===== config.mk =====
export PLATFORM = sky130hd
export DESIGN_NAME = ifid_fetch_queue
export DESIGN_NICKNAME = d
export VERILOG_FILES = /design/src/rtl/ifid_fetch_queue.sv
export SDC_FILE = /design/constraint.sdc
export NUM_CORES = 1
export LEC_CHECK = 0
export CORE_MARGIN = 4
export CORE_UTILIZATION = 40
export DETAILED_ROUTE_END_ITERATION = 10
export GPL_TIMING_DRIVEN = 0
export HOLD_SLACK_MARGIN = 0.03
export PLACE_DENSITY = 0.72
export SYNTH_ARGS = -nofsm -noshare
export SYNTH_HDL_FRONTEND = slang
export SYNTH_SLANG_ARGS = --single-unit
export TNS_END_PERCENT = 30

===== constraint.sdc =====
create_clock -name clk -period 11.12 [get_ports clk]
set_input_delay 2.224 -clock clk [delete_from_list [all_inputs] [get_ports clk]]
set_output_delay 2.224 -clock clk [all_outputs]
set_load 0.005 [all_outputs]

===== src/rtl/ifid_fetch_queue.sv =====
`default_nettype none
// ============================================================================
// Module      : ifid_fetch_queue
// Description : In-order IF->ID instruction queue of {instr, pc, fault}
//               entries. The optional same-cycle bypass from enq to deq is
//               built in only when IFIDQ_BYPASS_EN is defined.
// Revision    : 1.0 - initial release
// ============================================================================
module ifid_fetch_queue #(
  parameter int INSTR_WIDTH = 32,
  parameter int PC_WIDTH    = 64,
  parameter int DEPTH       = 4
) (
  input  logic                     clk,
  input  logic                     reset_n,
  input  logic                     flush,
  input  logic                     enq_valid,
  output logic                     enq_ready,
  input  logic [INSTR_WIDTH-1:0]   enq_instr,
  input  logic [PC_WIDTH-1:0]      enq_pc,
  input  logic                     enq_fault,
  output logic                     deq_valid,
  input  logic                     deq_ready,
  output logic [INSTR_WIDTH-1:0]   deq_instr,
  output logic [PC_WIDTH-1:0]      deq_pc,
  output logic                     deq_fault,
  output logic [$clog2(DEPTH):0]   count
);

  localparam int AW = $clog2(DEPTH);
  localparam int CW = AW + 1;
  localparam logic [CW-1:0] C_FULL = CW'(DEPTH);

  logic [INSTR_WIDTH-1:0] r_instr_mem [DEPTH];
  logic [PC_WIDTH-1:0]    r_pc_mem    [DEPTH];
  logic [DEPTH-1:0]       r_fault_mem;
  logic [AW-1:0]          r_rdptr;
  logic [AW-1:0]          r_wrptr;
  logic [CW-1:0]          r_count;

  logic w_empty;
  logic w_full;
  logic w_bypass;
  logic w_enq_fire;
  logic w_deq_fire;
  logic w_push;
  logic w_pop;

  assign w_empty   = (r_count == '0);
  assign w_full    = (r_count == C_FULL);
  assign enq_ready = !w_full && !flush;
  assign count     = r_count;

`ifdef IFIDQ_BYPASS_EN
  assign w_bypass = w_empty && enq_valid && !flush;
`else
  assign w_bypass = 1'b0;
`endif

  assign deq_valid  = !w_empty || w_bypass;
  assign w_enq_fire = enq_valid && enq_ready;
  assign w_deq_fire = deq_valid && deq_ready && !flush;
  // A bypassed entry that is consumed in the same cycle never touches storage.
  assign w_push     = w_enq_fire && !(w_bypass && deq_ready);
  assign w_pop      = w_deq_fire && !w_empty;

  always_comb begin
    deq_instr = '0;
    deq_pc    = '0;
    deq_fault = 1'b0;
    if (!w_empty) begin
      deq_instr = r_instr_mem[r_rdptr];
      deq_pc    = r_pc_mem[r_rdptr];
      deq_fault = r_fault_mem[r_rdptr];
    end else if (w_bypass) begin
      deq_instr = enq_instr;
      deq_pc    = enq_pc;
      deq_fault = enq_fault;
    end
  end

  always_ff @(posedge clk or negedge reset_n) begin
    if (!reset_n) begin
      r_rdptr <= '0;
      r_wrptr <= '0;
      r_count <= '0;
    end else if (flush) begin
      r_rdptr <= '0;
      r_wrptr <= '0;
      r_count <= '0;
    end else begin
      if (w_push) r_wrptr <= r_wrptr + 1'b1;
      if (w_pop)  r_rdptr <= r_rdptr + 1'b1;
      case ({w_push, w_pop})
        2'b10:   r_count <= r_count + 1'b1;
        2'b01:   r_count <= r_count - 1'b1;
        default: r_count <= r_count;
      endcase
    end
  end

  // Storage is qualified by r_count, so it needs no reset.
  always_ff @(posedge clk) begin
    if (w_push) begin
      r_instr_mem[r_wrptr] <= enq_instr;
      r_pc_mem[r_wrptr]    <= enq_pc;
      r_fault_mem[r_wrptr] <= enq_fault;
    end
  end

endmodule
`default_nettype wire


After elaboration in Yosys (flattened, before gate mapping). Memory sizes are Yosys's and may differ from the RTL's. Index checks and enable logic that the tools add are counted.

$add $sub $neg: 4. $mul: 0. Divide/modulo/power cells: 0. $lt $le $gt $ge: 3. Equality and inequality tests: 3. Shift operators: 0. Muxes and demuxes: 16. Bitwise operators: 0. Reduce and logical (&&, ||, !) cells: 13.

Operators by type and width (count): $mux 64 (1); $mux 32 (1); $mux 2 (4); $logic_and 1x1->1 (6); $lt 2x3->1 const B (2); $pmux 3 s2 (1); $mux 1 (5); $add 2x1->2 const B (2); $bwmux 4 (1); $reduce_bool 2->1 (2); $add 3x1->3 const B (1); $eq 3x3->1 const B (1); $logic_not 1->1 (3); $logic_not 3->1 (1); $mux 3 (1); $reduce_bool 3->1 (1); $sub 3x1->3 const B (1); $bmux 1 s2 (1); $demux 1 s2 (1); $eq 2x1->1 const B (1); $eq 2x2->1 const B (1); $ge 2x1->1 const B (1).

Flip-flop bits (word level): 11. Latch bits: 0. Memory bits (writable): 384. Bits in read-only memories: 0. Output and inout port bits: 102. Word-level logic and storage cells: 45. Memories: 2.

Memory list: r_pc_mem (depth 4, width 64, rd ports 1, clocked after memory_dff 0, write ports 1, line 35) `logic [PC_WIDTH-1:0] r_pc_mem [DEPTH];`; r_instr_mem (depth 4, width 32, rd ports 1, clocked after memory_dff 0, write ports 1, line 34) `logic [INSTR_WIDTH-1:0] r_instr_mem [DEPTH];`.

Longest topological paths before layout. Gate-level depths: netlist of run 1.

Depth in word-level cells: 8. Gate-level depth with buffers: 8.

Worst setup path after synthesis of run 1. Ideal clock, no wire load.

Path type: input to register. Start point: input port flush. End point: register r_fault_mem[0] (enable). Setup time: 0.467 ns. Data arrival time: 4.965 ns. Data required time: 10.653 ns. Setup slack: 5.689 ns. Stages: 3. Path through: nand2b_1 > a21oi_2 > and2_1.

Word-level cells in the longest chain between the ends: 3.

Ends and longest elaborated chain: from (decl) (line 16) `input logic flush,`; $logic_not 1->1 (line 51) `assign enq_ready = !w_full && !flush;`; $logic_and 1x1->1 (line 51); $logic_and 1x1->1 (line 61) `assign w_enq_fire = enq_valid && enq_ready;`; to (signal, indexed assignment) (line 107) `r_fault_mem[r_wrptr] <= enq_fault;`; to (decl) (line 36) `logic [DEPTH-1:0] r_fault_mem;`.

No other way between the ends. A chain may end at the register's enable or synchronous reset.

Worst setup path in the final report of run 1.
Start point: input port flush. End point: output port enq_ready.

Word-level cells in the longest chain between the ends: 2.

Ends and longest elaborated chain: $logic_not 1->1 (line 51); $logic_and 1x1->1 (line 51); to (decl) (line 18) `output logic enq_ready,`.

No other way between the ends.

==> results of run 1 <==
==> stage by stage <==
stage | worst slack, ns | utilization (%) | instances | hold WS (ns) | cell area, sq um
3_3_place_gp | 3.16 | 48.1 | 1374 | 0.573 | 17800
5_1_grt | 5.16 | 51.6 | 1446 | 0.640 | 19100
2_1_floorplan | 5.69 | - | 667 | 0.555 | 15100
4_1_cts | 5.26 | 51.6 | 1446 | 0.623 | 19100
6_report | 5.27 | 51.6 | 1446 | 0.614 | 19100
3_5_place_dp | 5.25 | 48.4 | 1378 | 0.607 | 17900
==> logic make-up (layout without fill, tap and decap cells) <==
| group | Yosys count | after routing | share of synthesized area (%) |
|---|---|---|---|
| buf+inv | 36 | 311 | 1.19 |
| simple gates | 120 | 120 | 4.85 |
| fa+ha+maj | 5 | 5 | 0.464 |
| xor+xnor | 3 | 3 | 0.224 |
| compound gates | 8 | 8 | 0.340 |
| flops | 395 | 395 | 78.3 |
| mux | 100 | 100 | 14.7 |
==> synthesized netlist by cell type <==
| cell | instances | area [sq um] |
|---|---|---|
| mux2i_1 | 1 | 10.0 |
| mux2_2 | 1 | 11.3 |
| nor2_1 | 5 | 18.8 |
| o211ai_1 | 1 | 7.51 |
| buf_2 | 12 | 60.1 |
| and2_1 | 102 | 638 |
| nor4_1 | 1 | 6.26 |
| buf_6 | 4 | 45.0 |
| o31ai_1 | 1 | 7.51 |
| nand2b_1 | 2 | 12.5 |
| fa_1 | 1 | 20.0 |
| nand2_1 | 3 | 11.3 |
| a31oi_1 | 1 | 6.26 |
| dfrtp_1 | 7 | 175 |
| xor2_2 | 1 | 16.3 |
| inv_1 | 2 | 7.51 |
| nor3_1 | 1 | 5.00 |
| mux4_2 | 97 | 2180 |
| or3_1 | 1 | 6.26 |
| a21oi_1 | 1 | 5.00 |
| or2b_1 | 1 | 7.51 |
| o21ai_0 | 2 | 10.0 |
| ha_1 | 4 | 50.1 |
| nand2_4 | 1 | 11.3 |
| o22ai_1 | 1 | 6.26 |
| nor2b_1 | 1 | 6.26 |
| nand3_1 | 2 | 10.0 |
| a21oi_2 | 1 | 8.76 |
| xor2_1 | 2 | 17.5 |
| mux2_1 | 1 | 11.3 |
| edfxtp_1 | 388 | 11700 |
| clkbuf_1 | 18 | 67.6 |
==> power breakdown <==
| part | switching [W] | internal (W) | total [W] |
|---|---|---|---|
| Combinational | 0.000501 | 0.000673 | 0.00117 |
| Clock | 0.000518 | 0.000696 | 0.00121 |
| Sequential | 0.0000220 | 0.00172 | 0.00174 |
| Total | 0.00104 | 0.00308 | 0.00413 |
==> registers in the layout (all words and copies together) (netlist names) <==
| name | flops |
|---|---|
| count | 3 |
| r_rdptr | 2 |
| r_instr_mem | 128 |
| r_wrptr | 2 |
| r_pc_mem | 256 |
| r_fault_mem | 4 |
==> area by class of cell <==
cell class | count | area share, %
sequential | 395 | 62.0
multi-input combinational | 236 | 16.3
timing repair buffer | 207 | 11.2
clock buffer | 52 | 5.60
tap | 504 | 3.31
buffer | 34 | 0.906
clock inverter | 16 | 0.519
inverter | 2 | 0.0394
==> final timing paths <==
path,startpoint,to,cells past startpoint
worst max-delay path,flush,enq_ready,4
worst min-delay path,r_wrptr[0]$_DFFE_PN0P_,r_wrptr[0]$_DFFE_PN0P_,1
worst max register to register,count[0]$_DFFE_PN0P_,r_instr_mem[0][17]$_DFFE_PP_,4
worst min register to register,r_wrptr[0]$_DFFE_PN0P_,r_wrptr[0]$_DFFE_PN0P_,1
max in group asynchronous,reset_n,count[0]$_DFFE_PN0P_,1
min in group asynchronous,reset_n,count[1]$_DFFE_PN0P_,1
==> layer usage <==
layer	track usage (%)	wire length, um	up-vias
met1	19.0	12500	3767
met5	0	30	-
met2	25.4	15200	200
li1	-	-	3225
met3	4.20	1960	37
met4	4.22	564	4
==> worst register-to-register path, cell delays in order, from the launching register on <==
cell and delay [ns]:
dfrtp_1 0.51, nor2_1 0.14, a21oi_2 0.43, and2_4 0.77, buf_16 0.37
==> layout by cell type, fill, tap and decap left out, drive strengths merged, types with 3 or more instances in the layout <==
cell type,n
and2,102
ha,4
edfxtp,388
buf,20
xor2,3
mux4,97
nor2,5
nand2,4
clkdlybuf4s50,203
clkinv,13
clkbuf,70
dfrtp,7
==> impl_results.md, run 1 <==
* Status: finished, final reports clean
* RePlAce Congestion at 0.694
* Hold-fix buffers, CTS at 0
* CP top delay family: buffers and inverters
* WS Path Type: input pin to output port
* ANT nets after route at 0
* Fill cell count at 2,983
* Min-delay worst type: register to register
* Die width at 202 um
* Slew Limit Fails at 0
* Slowest cell on the critical path: clkdlybuf4s50_1
* Layout area overhead at 26.1%
* Type of origin of the critical path: input pin
* WL per Instance at 21.0 um
* Post-Syn Area at 15,100 sq um
* Crit path arrival time at 3.63 ns
* Highest Clock Rate at 0.171 GHz
* Starting Density at 40.9%
* Leak at 6.01 nW
* GRT Total Usage at 14.9%
* Final Critical Period at 5.85 ns
* Final hold violation count at 0
* Nets@finish at 1,024
* Cells after Synth at 667
* Worst Path Required at 8.90 ns
* Pwr Total at 0.00413 W
* Initial antenna violation count at 2
* Site Rows at 70
* Crit-path cells: clkdlybuf4s50_1 > clkbuf_1 > a21oi_1 > clkdlybuf4s50_1
* Netlist cell types at 32
* Seq cells post-synth at 395
* WP buf/inv at 3
* Skew-Pair Late Insertion Delay at 0.54 ns
* Multi-input gate area at 3120 sq um
* Max-cap violations at 0
* TritonCTS Buffers at 41
* Slew HR at 45.3%
* Iter 0 DRT Violations at 372
* Post-Synthesis Net Count at 774
* Root Driver: clkbuf_16
* Reg2Reg Setup Slack at 8.52 ns
* Clock Sinks at 395
* Worst IR Drop VDD at 0.192 mV
* Post-route DRC at 0
* Clk pin slew, worst setup/hold paths at 0.06 ns
* DIE AREA at 41,000 sq um
* Global-route wire length before repair at 46.7 mm
* Yosys warns at 0
* CTS tree: built
* Reg area at 11,800 sq um
* Pwr/cell area at 216 nW/um^2
* Final worst path period share at 52.6%
* Largest net degree at the start of global routing at 57
* PortBufs at 203
* Htree depth at 2
* Final wirelength at 30.3 mm
* Resized Gates After CTS at 0
* Vias in the first global route at 7,745
* Share of layout cells above drive strength 1 at 18.4%
* Register area share after synthesis at 78.3%
* Syn avg cell area at 22.7 sq um
* Max Buffers Root-to-Sink at 3
* Tightest Pin Transition at 0.821 ns
* Ant diodes at 0
* Detailed Routing Iterations Pass 1 at 4
* Fin Setup TNS at 0 ns
* Crit path largest cell delay at 0.50 ns
* DP HPWL at 18.8 mm
* Vias/cell at 5.00
* RSZ-0062 raised after global routing: false
* Height of the chip at 202 um
* Final Setup Violations at 0
* CP Max Fanout at 10
* Post-CTS Setup Inserts at 0
* Clock Skew at 0.0205 ns
* Most common cell on crit path: clkdlybuf4s50_1
* I/O pins at 204
* GRT Residual Overflow at 0
* Vias at 7,233
* Core ar. at 37,000 sq um
* Crit end category: output port
Power figures use the tool's default switching activity.
==> inputs of run 2 (changes only) <==
clock period = 5.4 ns   (was 11.12 ns; I/O delays follow)
==> results of run 2 <==
Same layout as run 1 (identical final DEF). Status: finished, final reports clean.
Among the figures that moved: setup slack after placement 5.25 ns -> 1.73 ns; setup slack after layout 5.27 ns -> 1.28 ns; start point of the critical path flush -> count[0]$_DFFE_PN0P_; end point of the critical path enq_ready -> deq_pc[52]; register-to-register setup slack 8.52 ns -> 2.80 ns; total power 0.00413 W -> 0.00850 W; worst IR drop on VDD 0.192 mV -> 0.395 mV
